<file path="src/rtl/serial_alu_ctrl_pkg.sv">
// Purpose: shared op and FSM encodings for the serial ALU controller and its bit-slice cell.
// Latency: n/a (types only).
// Backpressure: n/a.
package serial_alu_ctrl_pkg;

  // Operation codes as presented on the op port.
  typedef enum logic [1:0] {
    OP_ADD = 2'd0,
    OP_AND = 2'd1,
    OP_NOT = 2'd2,
    OP_ILL = 2'd3
  } op_e;

  // Controller states.
  typedef enum logic [1:0] {
    S_IDLE = 2'd0,
    S_RUN  = 2'd1,
    S_DONE = 2'd2
  } state_e;

endpackage

</file>
<file path="src/rtl/one_bit_ALU.sv">
// Purpose: one-bit ALU slice (add / and / not-a) used as the serial datapath.
// Latency: combinational.
// Backpressure: none.
// Ports: a, b, carry_in -> operand bits and incoming carry; op -> operation;
//        y -> result bit; carry_out -> slice carry (0 for everything but add).
module one_bit_ALU
  import serial_alu_ctrl_pkg::*;
(
  input  logic a,
  input  logic b,
  input  logic carry_in,
  input  op_e  op,
  output logic y,
  output logic carry_out
);

  always_comb begin
    y         = 1'b0;
    carry_out = 1'b0;
    case (op)
      OP_ADD: begin
        y         = a ^ b ^ carry_in;
        carry_out = (a & b) | (a & carry_in) | (b & carry_in);
      end
      OP_AND:  y = a & b;
      OP_NOT:  y = ~a;
      default: begin
        y         = 1'b0;
        carry_out = 1'b0;
      end
    endcase
  end

endmodule

</file>
<file path="src/rtl/serial_alu_ctrl.sv">
// Purpose: bit-serial ALU controller; one result bit per cycle, LSB first, via one_bit_ALU.
// Latency: done on the (WIDTH+1)th rising edge counting the start-sampling edge; 1st edge for op=3.
// Backpressure: none; start is only sampled in IDLE and ignored while busy or done.
// Ports: clk, rst (async, active high); start/op/a/b/c_in -> request and operands;
//        busy (RUN), done (one-cycle pulse), result/c_out/err -> registered outcome.
module serial_alu_ctrl
  import serial_alu_ctrl_pkg::*;
#(
  parameter int WIDTH = 8
) (
  input  logic             clk,
  input  logic             rst,
  input  logic             start,
  input  logic [1:0]       op,
  input  logic [WIDTH-1:0] a,
  input  logic [WIDTH-1:0] b,
  input  logic             c_in,
  output logic             busy,
  output logic             done,
  output logic [WIDTH-1:0] result,
  output logic             c_out,
  output logic             err
);

  localparam int CW = $clog2(WIDTH);
  localparam logic [CW-1:0] LAST_BIT = CW'(WIDTH - 1);

  state_e           state;
  state_e           state_nxt;
  logic [WIDTH-1:0] a_r;
  logic [WIDTH-1:0] b_r;
  op_e              op_r;
  logic             carry;
  logic [CW-1:0]    cnt;
  logic             slice_y;
  logic             slice_c;
  op_e              op_in;

  assign op_in = op_e'(op);

  one_bit_ALU u_slice (
    .a         (a_r[cnt]),
    .b         (b_r[cnt]),
    .carry_in  (carry),
    .op        (op_r),
    .y         (slice_y),
    .carry_out (slice_c)
  );

  always_ff @(posedge clk or posedge rst) begin
    if (rst) begin
      state <= S_IDLE;
    end else begin
      state <= state_nxt;
    end
  end

  always_comb begin
    state_nxt = state;
    busy      = 1'b0;
    done      = 1'b0;
    case (state)
      S_IDLE: begin
        if (start) begin
          // An illegal op has nothing to compute, so it skips straight to DONE.
          state_nxt = (op_in == OP_ILL) ? S_DONE : S_RUN;
        end
      end
      S_RUN: begin
        busy = 1'b1;
        if (cnt == LAST_BIT) begin
          state_nxt = S_DONE;
        end
      end
      S_DONE: begin
        done      = 1'b1;
        state_nxt = S_IDLE;
      end
      default: state_nxt = S_IDLE;
    endcase
  end

  always_ff @(posedge clk or posedge rst) begin
    if (rst) begin
      a_r    <= '0;
      b_r    <= '0;
      op_r   <= OP_ADD;
      carry  <= 1'b0;
      cnt    <= '0;
      result <= '0;
      c_out  <= 1'b0;
      err    <= 1'b0;
    end else begin
      case (state)
        S_IDLE: begin
          if (start) begin
            a_r    <= a;
            b_r    <= b;
            op_r   <= op_in;
            cnt    <= '0;
            // Carry-in only matters for add; keeping it 0 otherwise means the
            // serial carry never carries stale state into and/not.
            carry  <= (op_in == OP_ADD) ? c_in : 1'b0;
            result <= '0;
            c_out  <= 1'b0;
            err    <= (op_in == OP_ILL);
          end
        end
        S_RUN: begin
          result[cnt] <= slice_y;
          carry       <= slice_c;
          if (cnt == LAST_BIT) begin
            // Counter parks on the last bit; it is cleared by the next start.
            c_out <= slice_c;
          end else begin
            cnt <= cnt + CW'(1);
          end
        end
        default: ;
      endcase
    end
  end

endmodule

</file>
<file path="config.mk">
export PLATFORM = sky130hd
export DESIGN_NAME = serial_alu_ctrl
export DESIGN_NICKNAME = d
export VERILOG_FILES = /design/src/rtl/serial_alu_ctrl_pkg.sv /design/src/rtl/one_bit_ALU.sv /design/src/rtl/serial_alu_ctrl.sv
export SDC_FILE = /design/constraint.sdc
export NUM_CORES = 1
export LEC_CHECK = 0
export CAP_MARGIN = 25
export CORE_MARGIN = 2
export CORE_UTILIZATION = 25
export DETAILED_ROUTE_END_ITERATION = 16
export PLACE_DENSITY = 0.44
export SKIP_LAST_GASP = 1
export SLEW_MARGIN = 30
export SYNTH_ARGS = -nofsm -noshare
export SYNTH_HDL_FRONTEND = slang
export SYNTH_SLANG_ARGS = --single-unit
</file>
<file path="constraint.sdc">
create_clock -name clk -period 6.2 [get_ports clk]
set_input_delay 1.24 -clock clk [delete_from_list [all_inputs] [get_ports clk]]
set_output_delay 1.24 -clock clk [all_outputs]
set_load 0.1 [all_outputs]
</file>
; Word-level counts from Yosys, hierarchy flattened
; Cells that the tools add are included.
[totals]
ff_bits = 34
latchBits = 0
ramBits = 0
romBits = 0
input_bits = 22
out_inout_bits = 12
wordCells = 65
mem_count = 0
[op_classes]
add_sub_neg = 1
mul = 0
div_mod_pow = 0
order_cmp = 2
n_eq_ne = 9
shift = 0
n_mux = 26
bitwise = 8
reduce_logical = 10
[ops]
columns = cell, count
row1 = one-hot mux 8 bit (2 select lines), 1
row2 = 2-to-1 mux 1 bit, 10
row3 = bitwise mux 8 bit, 1
row4 = 2-to-1 mux 8 bit, 1
row5 = binary-select mux 1 bit (select 3 bit), 2
row6 = equality test 2 bit (second input constant), 3
row7 = logical NOT 2 bit, 3
row8 = 2-to-1 mux 2 bit, 3
row9 = 2-to-1 mux 3 bit, 2
row10 = inequality test 2 bit (second input constant), 3
row11 = one-hot mux 3 bit (2 select lines), 1
row12 = AND reduction 2 bit, 3
row13 = AND reduction 3 bit, 2
row14 = equality test 2 x 1 -> 1 bit (second input constant), 2
row15 = < comparator 3 x 4 -> 1 bit (second input constant), 1
row16 = one-hot mux 1 bit (2 select lines), 2
row17 = one-hot mux 2 bit (2 select lines), 1
row18 = adder 3 x 1 -> 3 bit (second input constant), 1
row19 = AND 1 bit, 3
row20 = demux 1 bit (select 3 bit), 1
row21 = equality test 3 bit (second input constant), 1
row22 = greater-or-equal comparator 3 x 1 -> 1 bit (second input constant), 1
row23 = one-hot mux 1 bit (3 select lines), 1
row24 = bitwise OR 1 bit, 2
row25 = other kinds (4), 5

; Logic depth before layout (Yosys ltp)
; Gate-level depths: netlist of the first run.
[depth]
word_depth = 8
ltp_mapped = 9
mapped_depth_nobuf = 8

; Cells and area by module
; From an unflattened synthesis of the first run, not the netlist that was laid out.
[unflattened]
hier_cells = 147
hier_area_um2 = 1716.6
[by_module_without_submodules]
columns = module, instances, cells_each, area_each_um2, seq_area_each_um2
row1 = serial_alu_ctrl, 1, 140, 1646.6, 850.8
row2 = one_bit_ALU, 1, 7, 70.1, 0.0

; Worst setup path before layout of the first run
; Ideal clock, no wire load.
[synth_path]
kind = register -> output
from = register state[0]
to = output port done
t_arrival_ns = 1.727
required_time_ns = 4.960
path_slack_ns = 3.233
stages_incl_launch_ff = 2
path_buffers = 0
cell_sequence = dfrtp_1 > nor2b_1
[synth_via]
elab_chain_cells = 2
[synth_lines]
columns = element, line
row1 = from (decl), serial_alu_ctrl.sv:28  ; state_e state;
row2 = from (signal assigned), serial_alu_ctrl.sv:54  ; state <= state_nxt;
row3 = equality test 2 bit, serial_alu_ctrl.sv:62  ; case (state)
row4 = 2-to-1 mux 1 bit, serial_alu_ctrl.sv:62
row5 = to (decl), serial_alu_ctrl.sv:19  ; output logic done,
; Every way passes these cells.

; Worst setup path in the final report of the first run
[layout_path]
from = register state[1]
to = output port busy
[layout_via]
elab_chain_cells = 2
[layout_lines]
columns = element, line
row1 = equality test 2 x 1 -> 1 bit, serial_alu_ctrl.sv:62
row2 = 2-to-1 mux 1 bit, serial_alu_ctrl.sv:62
row3 = to (decl), serial_alu_ctrl.sv:18  ; output logic busy,
; Every way passes these cells.

==> results.cfg, run 1 <==
[worst_setup_path]
reg2reg_depth = 8
cp-end-kind = output pin
worstPathRequired_ps = 4960
critical_path_class = register to output pin
path_max_fanout = 7
crit_arrival_ps = 2270
startpoint_type = register

[floorplan]
die_h_um = 84.4
io_pins = 34
start_util = 0.256
design.core.area_um2 = 6310
die-area_um2 = 7120
rows = 29
die_x_um = 84.4

[layout]
drive_gt1_frac = 0.0896
nets = 226
syn_to_final_growth_pct = 31.4
antenna_cells = 0

[global_route]
grt_use_total = 0.110
first_global_vias = 1255
grt_pass1_wl_mm = 6.21
grt_max_degree = 35
gr-total-overflow = 0
antenna_found_initial = 0

[synth]
synth_edf_count = 0
synthArstFlopShare = 1.00
synth_top_area_frac = 0.527
synth_cell_types = 30
mappedNetlistArea_um2 = 1620
ys_top_cells_by_count = 62 x nand2_1, 34 x dfrtp_1, 9 x nor2_1
yosysTopAreaCell = dfrtp_1
synth_fp_nets = 193
seq_area_frac_synth = 0.527
synth.area.top_cells = dfrtp_1 53%, nand2_1 14%, a22oi_1 2.8%
yosysMostFrequentCell = nand2_1
synthFlopType = dfrtp_1
synth_seq_cells = 34
synth_cells = 167
avgSynthCellArea_um2 = 9.67
ys_warn_count = 0

[power_and_ir_drop]
combPwrFrac = 0.526
p_per_area_nw_per_um2 = 605
p_switching_mw = 0.620
switching_share = 0.483
internal_power_mw = 0.663
p_leak_nw = 0.975
pwr-share-clk = 0.149
power_frac_seq = 0.325
power_mw = 1.28
vdd_drop_max_mv = 0.279

[detailed_routing]
first_pass_iters = 4
routed_wl_mm = 3.65
ant_nets = 0
routed-via-count = 1274
route.detailed.drc = 0
drt-initial-drc-count = 45
vias_per_cell = 4.58
wl_per_cell_um = 13.1

[timing]
fmax_mhz = 285
fin_worst_skew_ps = 3.45
finalMaxSlewViolations = 0
period_minus_slack_ps = 3510
worst_slew_pin_slew_ps = 964
setup_violations = 0
holdWs_ps = 478
grt_setup_unrepaired = no
min_period_over_period = 0.566
tns_ps = 0
relSlewSlack = 0.355
hold_violations = 0

[place]
io_buffers = 33
place_congestion = 0.748
hpwl_mm = 2.62

[clock_tree]
clock_path_buffers = 2
clk_pin_slew_ps = 70
cts_hold_buffers = 0
cts.repair.resized = 0
clockRootBuffer = clkbuf_8
cts_setup_buffers = 0
htree_levels = 2
cts_buffers = 5
clock_latency_ps = 290
clock-sinks = 34
cts_tree = done

[run_status]
status = finished clean

[flow_run]
drv_cap = 0

[worst_hold_path]
hold_depth = 2
min_path_type = register to register
## placed cells by master, fill, tap and decap left out
| master | instances |
|---|---|
| a2111oi_2 | 1 |
| a211oi_1 | 1 |
| a21o_1 | 1 |
| a21oi_1 | 7 |
| a222oi_1 | 1 |
| a22o_1 | 2 |
| a22oi_1 | 6 |
| a2bb2oi_1 | 1 |
| a311oi_1 | 2 |
| a31oi_1 | 3 |
| a32oi_1 | 1 |
| and2_1 | 1 |
| buf_4 | 1 |
| clkbuf_8 | 8 |
| clkdlybuf4s50_1 | 33 |
| dfrtp_1 | 34 |
| fa_1 | 1 |
| ha_1 | 3 |
| inv_1 | 3 |
| mux2_2 | 4 |
| mux2_4 | 1 |
| mux2i_1 | 2 |
| mux4_2 | 2 |
| nand2_1 | 61 |
| nand2_2 | 1 |
| nand2b_1 | 1 |
| nand3_1 | 2 |
| nor2_1 | 9 |
| nor2b_1 | 3 |
| o21ai_0 | 4 |
| or4bb_1 | 1 |
## metal layers
metal | vias up | wire [um] | GRT usage
met3 | 9 | 176 | 0.0344
met5 | - | 0 | 0
met2 | 28 | 1560 | 0.156
met4 | 0 | 77 | 0.0476
met1 | 602 | 1840 | 0.155
li1 | 635 | - | -
## power by group through the flow
stage | logic (mW) | clock network, mW | registers (mW)
final | 0.675 | 0.192 | 0.417
after global routing | 0.740 | 0.207 | 0.436
after CTS | 0.684 | 0.198 | 0.420
after detailed placement | 0.682 | 0 | 0.424
after global placement | 0.678 | 0 | 0.425
after floorplan | 0.389 | 0 | 0.555
## cell type report
class / instances / area [um2]
sequential: 34 / 851
timing repair buffer: 34 / 338
multi-input combinational: 122 / 716
inverter: 3 / 11.3
tap: 77 / 96.3
fill: 689 / 4190
clock buffer: 8 / 110
## sequential cells by signal (all words and copies together) (netlist names)
signal / count
a_r: 8
b_r: 8
result: 8
cnt: 3
op_r: 2
state: 2
c_out: 1
carry: 1
err: 1
## final timing paths
| path | startpoint | end | slack (ps) |
|---|---|---|---|
| worst max-delay path | state[1] | busy | 2690 |
| worst min-delay path | b_r[6] | b_r[6] | 480 |
| min in group asynchronous | rst | b_r[4] | 1340 |
| max in group asynchronous | rst | result[7] | 4550 |
| worst max register to register | cnt[0] | result[7] | 2870 |
| worst min register to register | b_r[6] | b_r[6] | 480 |
## worst max-delay path: stages, from the launching register on
cell,delay [ps]
dfrtp_1,400
nand2b_1,270
inv_1,170
clkdlybuf4s50_1,1140
## cell families after synthesis
kind of cell / synth area share
buffers and inverters: 0.0318
DFF: 0.527
adders and majority gates: 0.0356
AOI/OAI and AO/OA: 0.131
muxes: 0.0775
and+or+nand+nor: 0.198
## through the flow
step,instance area [um2],worst slack (ps),util,std cells
3_5_place_dp,2010,2860,0.319,270
2_1_floorplan,1620,3230,-,167
6_report,2120,2690,0.336,278
4_1_cts,2120,2660,0.336,278
3_3_place_gp,2010,2820,0.318,270
5_1_grt,2120,2470,0.336,278
No activity file was read; power rests on OpenSTA's default activity.
==> run 2, diff against run 1 <==
Clock period 6.2 ns to 3.6 ns, I/O delays scaled along.
==> run 2 against run 1 <==
  * Design area is 0.53% higher
  * Power is 73% higher
  * Largest cell class unchanged
  * Global-route usage is 0.56 points higher
  * Wire length is 4.4% higher
  * Die area stayed put
  * Sequential share of layout area is 0.21 points lower
  * Critical endpoint is now result[7]
  * Via count is 1.0% higher
  * Critical path depth is 5 higher
  * Cell count is 1.8% higher
  * Largest power group unchanged
==> results.cfg, run 2 (synthesis results as in run 1) <==
[floorplan]
io_pins = 34
rows = 29
die_x_um = 84.4
design.core.area_um2 = 6310
start_util = 0.256
die-area_um2 = 7120
die_h_um = 84.4

[global_route]
gr-total-overflow = 0
grt_use_total = 0.116
first_global_vias = 1247
grt_max_degree = 35
grt_pass1_wl_mm = 6.40
antenna_found_initial = 0

[worst_setup_path]
startpoint_type = register
crit_arrival_ps = 3000
path_max_fanout = 4
r2r_slack_ps = 750
worstPathRequired_ps = 3750
critical_path_class = register to register
cp-end-kind = register

[clock_tree]
clock-sinks = 34
clock_path_buffers = 2
cts_tree = done
clockRootBuffer = clkbuf_8
cts_hold_buffers = 0
clock_latency_ps = 290
cts_setup_buffers = 0
cts.repair.resized = 0
clk_pin_slew_ps = 70
htree_levels = 2
cts_buffers = 5

[place]
place_inst = 275
hpwl_mm = 2.69
io_buffers = 33
place_congestion = 0.751

[layout]
final_cell_mix = 62 x nand2_1, 34 x dfrtp_1, 31 x clkdlybuf4s50_1, 9 x nor2_1, 8 x buf_4
largest_registers = a_r (8), b_r (8), result (8)
fillers = 669
drive_gt1_frac = 0.112
syn_to_final_growth_pct = 32.1
layout_commonest_cell = nand2_1
nets = 231
finalNonFillerCells = 283
antenna_cells = 0

[timing]
grt_setup_unrepaired = no
finalMaxSlewViolations = 0
worst_slew_pin_slew_ps = 965
period_minus_slack_ps = 2850
min_period_over_period = 0.790
setup_violations = 0
fmax_mhz = 351
tns_ps = 0
fin_worst_skew_ps = 1.71
hold_violations = 0
relSlewSlack = 0.354

[detailed_routing]
wl_per_cell_um = 13.5
vias_per_cell = 4.55
route.detailed.drc = 0
routed_wl_mm = 3.81
routed-via-count = 1287
first_pass_iters = 4
ant_nets = 0
drt-initial-drc-count = 76

[power_and_ir_drop]
p_per_area_nw_per_um2 = 1040
vdd_drop_max_mv = 0.407
power_mw = 2.22
p_leak_nw = 0.992

[run_status]
status = finished clean

[worst_hold_path]
min_path_type = register to register

[flow_run]
drv_cap = 0
[run 2: cell types whose count changed in the layout (fill, tap and decap cells not counted)]
cell             before  now
clkbuf_1              0    1
nand2_2               1    0
clkbuf_8              8    6
clkinv_2              0    1
clkdlybuf4s50_1      33   31
buf_4                 1    8
nand2_1              61   62
[run 2: stage by stage]
stage / hold slack (ps) / instance area [um2] / setup WS, ps / utilization
3_3_place_gp: 459 / 2040 / 762 / 0.323
4_1_cts: 480 / 2130 / 721 / 0.338
2_1_floorplan: 440 / 1620 / 851 / -
5_1_grt: 507 / 2130 / 483 / 0.338
3_5_place_dp: 462 / 2040 / 739 / 0.323
6_report: 473 / 2130 / 755 / 0.338
[run 2: layout make-up]
cell class	instances	area, um2	share of cell area
multi-input cells	122	713	0.334
clock inverters	1	5.00	0.00235
repair buffers	39	370	0.174
flip-flops and latches	34	851	0.399
clock buffers	7	86.3	0.0405
well taps	77	96.3	0.0452
inverters	3	11.3	0.00528
[run 2: worst max-delay path, cell delays in order, from the launching register on]
cell	delay, ps
dfrtp_1	430
mux2_2	360
a222oi_1	400
o21ai_0	250
fa_1	500
mux2i_1	130
nor2_1	80
a211oi_1	420
a31oi_1	150
[run 2: where the power goes]
group / total [mW] / internal, mW / switching, mW
clock network: 0.297 / 0.154 / 0.143
registers: 0.684 / 0.555 / 0.129
logic: 1.24 / 0.427 / 0.816
total: 2.22 / 1.14 / 1.09
[run 2: final timing paths]
check / from / to / cells after the start
min reg2reg: b_r[0] / b_r[0] / 2
max: cnt[0] / result[7] / 8
min: b_r[0] / b_r[0] / 2
min in group asynchronous: rst / a_r[0] / 3
max in group asynchronous: rst / a_r[1] / 3
max reg2reg: cnt[0] / result[7] / 8
[run 2: per-layer routing]
metal  GRT usage  routed length [um]  share of wire
met5           0                   0              0
met4      0.0519                  70          0.018
met3      0.0275                 155          0.041
met2       0.157                1590           0.42
met1       0.174                2000           0.52
==> run 3, diff against run 2 <==
Clock period 3.6 ns to 2.65 ns, I/O delays scaled along.
==> run 3 against run 2 <==
  * Sequential share of layout area down 1.6 points
  * Largest cell class unchanged
  * The flow now finishes with violations (negative setup slack)
  * Setup slack worse by 760 ps
  * Utilization up 1.4 points
  * Worst hold slack better by 2.8 ps
  * Count of clock-buffer cells in the layout down 2
  * Design area up 4.1%
  * Cell count up 4.2%
  * Largest power group unchanged
  * Clock power up 60%
  * First-iteration DRC count down 58%
  * Wire length down 0.50%
==> results.cfg, run 3 (synthesis results as in run 1) <==
[run_status]
status = finished, violations left
violations = negative setup slack

[timing]
grt_setup_unrepaired = yes
fin_worst_skew_ps = 8.99
setup_violations = 1
finalMaxSlewViolations = 0
min_period_over_period = 1.00
period_minus_slack_ps = 2650
setup_ws_ps = -1.70
relSlewSlack = 0.684
fmax_mhz = 377
hold_violations = 0
worst_slew_pin_slew_ps = 473

[power_and_ir_drop]
pwr-share-clk = 0.146
p_per_area_nw_per_um2 = 1460
vdd_drop_max_mv = 0.775
combPwrFrac = 0.570
p_switching_mw = 1.51
switching_share = 0.466
p_leak_nw = 1.08
power_mw = 3.24
power_frac_seq = 0.284
internal_power_mw = 1.73

[clock_tree]
clock_latency_ps = 290
cts_buffers = 5
clock-sinks = 34
clockRootBuffer = clkbuf_8
cts_tree = done
clock_path_buffers = 2
clk_pin_slew_ps = 70
htree_levels = 2

[worst_setup_path]
worstPathRequired_ps = 2820
timing.rr.end = result[6]
cp_common_cell = buf_4
worst_path_max_delay_cell = fa_1
slowest_delay_ps = 490
r2r_slack_ps = -2
crit_chain = buf_4, mux2_4, a222oi_1, o21ai_1, fa_1, mux2i_1, nor2_1, a2111oi_2, buf_4, a31oi_1
crit_arrival_ps = 2820
reg2reg_depth = 10
startpoint_type = register
reg2reg_from = cnt[0]
cp-end-kind = register
path_max_fanout = 4
critical_path_class = register to register

[floorplan]
die-area_um2 = 7120
rows = 29
die_x_um = 84.4
start_util = 0.256
die_h_um = 84.4
design.core.area_um2 = 6310
io_pins = 34

[place]
io_buffers = 33
place_congestion = 0.789
hpwl_mm = 2.86

[global_route]
grt_max_degree = 35
grt_pass1_wl_mm = 6.45
first_global_vias = 1299
gr-total-overflow = 0
grt_use_total = 0.116
antenna_found_initial = 0

[detailed_routing]
routed_wl_mm = 3.79
first_pass_iters = 4
drt-initial-drc-count = 32
wl_per_cell_um = 12.9
vias_per_cell = 4.46
ant_nets = 0
route.detailed.drc = 0
routed-via-count = 1315

[worst_hold_path]
worst_hold_path.endpoint = a_r[1]
hold_depth = 2
min_from = a_r[1]
min_path_type = register to register

[layout]
largest_registers = a_r (8), b_r (8), result (8)
syn_to_final_growth_pct = 37.5
nets = 243
antenna_cells = 0
post-route-util = 0.352
drive_gt1_frac = 0.216
layout_commonest_cell = nand2_1
final_cell_mix = 62 x nand2_1, 34 x dfrtp_1, 30 x buf_4, 21 x clkdlybuf4s50_1, 9 x nor2_1

[flow_run]
drv_cap = 0
run 3: cell count changes in the layout (fill, tap and decap cells not counted), sizes merged:
cell,change
buf,+22
bufinv,+1
clkbuf,-2
clkdlybuf4s50,-10
clkinv,+1
run 3: worst max-delay path, delay by kind of cell, from the launching register on:
kind / cells / cell delay, ps
AOI/OAI and AO/OA: 4 / 780
adders and majority gates: 1 / 490
muxes: 2 / 410
DFF: 1 / 410
buffers and inverters: 2 / 350
and+or+nand+nor: 1 / 90
run 3: power by group through the flow:
stage	Sequential, mW	Combinational [mW]	Clock [mW]
finish	0.919	1.85	0.474
global route	0.957	2.02	0.511
CTS	0.927	1.86	0.483
detailed placement	0.936	1.81	0
global placement	0.935	1.80	0
floorplan	1.30	0.912	0
run 3: how the worst max path moves through the flow:
stage               startpoint   endpoint  slack (ps)  depth (start not counted)
floorplan               cnt[0]  result[6]          -5                          9
global placement        cnt[0]  result[1]          30                          9
detailed placement      cnt[0]  result[1]         -60                          9
CTS                     cnt[0]  result[6]         -20                         10
global route            cnt[0]  result[6]        -260                         10
finish                  cnt[0]  result[6]          -2                         10
run 3: cell type report:
class	count	area (um2)
fill	681	4090
sequential	34	851
multi-input combinational	122	718
timing repair buffer	51	435
tap	77	96.3
clock buffer	5	68.8
clock inverter	3	40.0
inverter	3	11.3
run 3: repair_timing:
item | in CTS | in global routing
setup buffers | 2 | 0
gates resized for setup | 1 | 0
hold buffers | 0 | 0
endpoints found under the setup margin | 7 | 8
pin swaps | 1 | 0
hold endpoints to repair | 0 | 0
run 3: metal layers:
| layer | share of wire | track usage | wire [um] |
|---|---|---|---|
| met1 | 0.50 | 0.161 | 1880 |
| met2 | 0.44 | 0.169 | 1670 |
| met3 | 0.044 | 0.0315 | 168 |
| met4 | 0.021 | 0.0519 | 79 |
| met5 | 0 | 0 | 0 |
run 3: per-stage QoR:
step	cells	hold slack (ps)	cell area, um2	setup slack [ps]	setup TNS (ps)
floorplan	167	440	1620	-5.31	-5.96
global placement	285	464	2090	31.1	0
detailed placement	285	463	2090	-59.1	-201
CTS	295	481	2220	-18.7	-38.8
global route	295	512	2220	-264	-1620
finish	295	476	2220	-1.70	-1.70
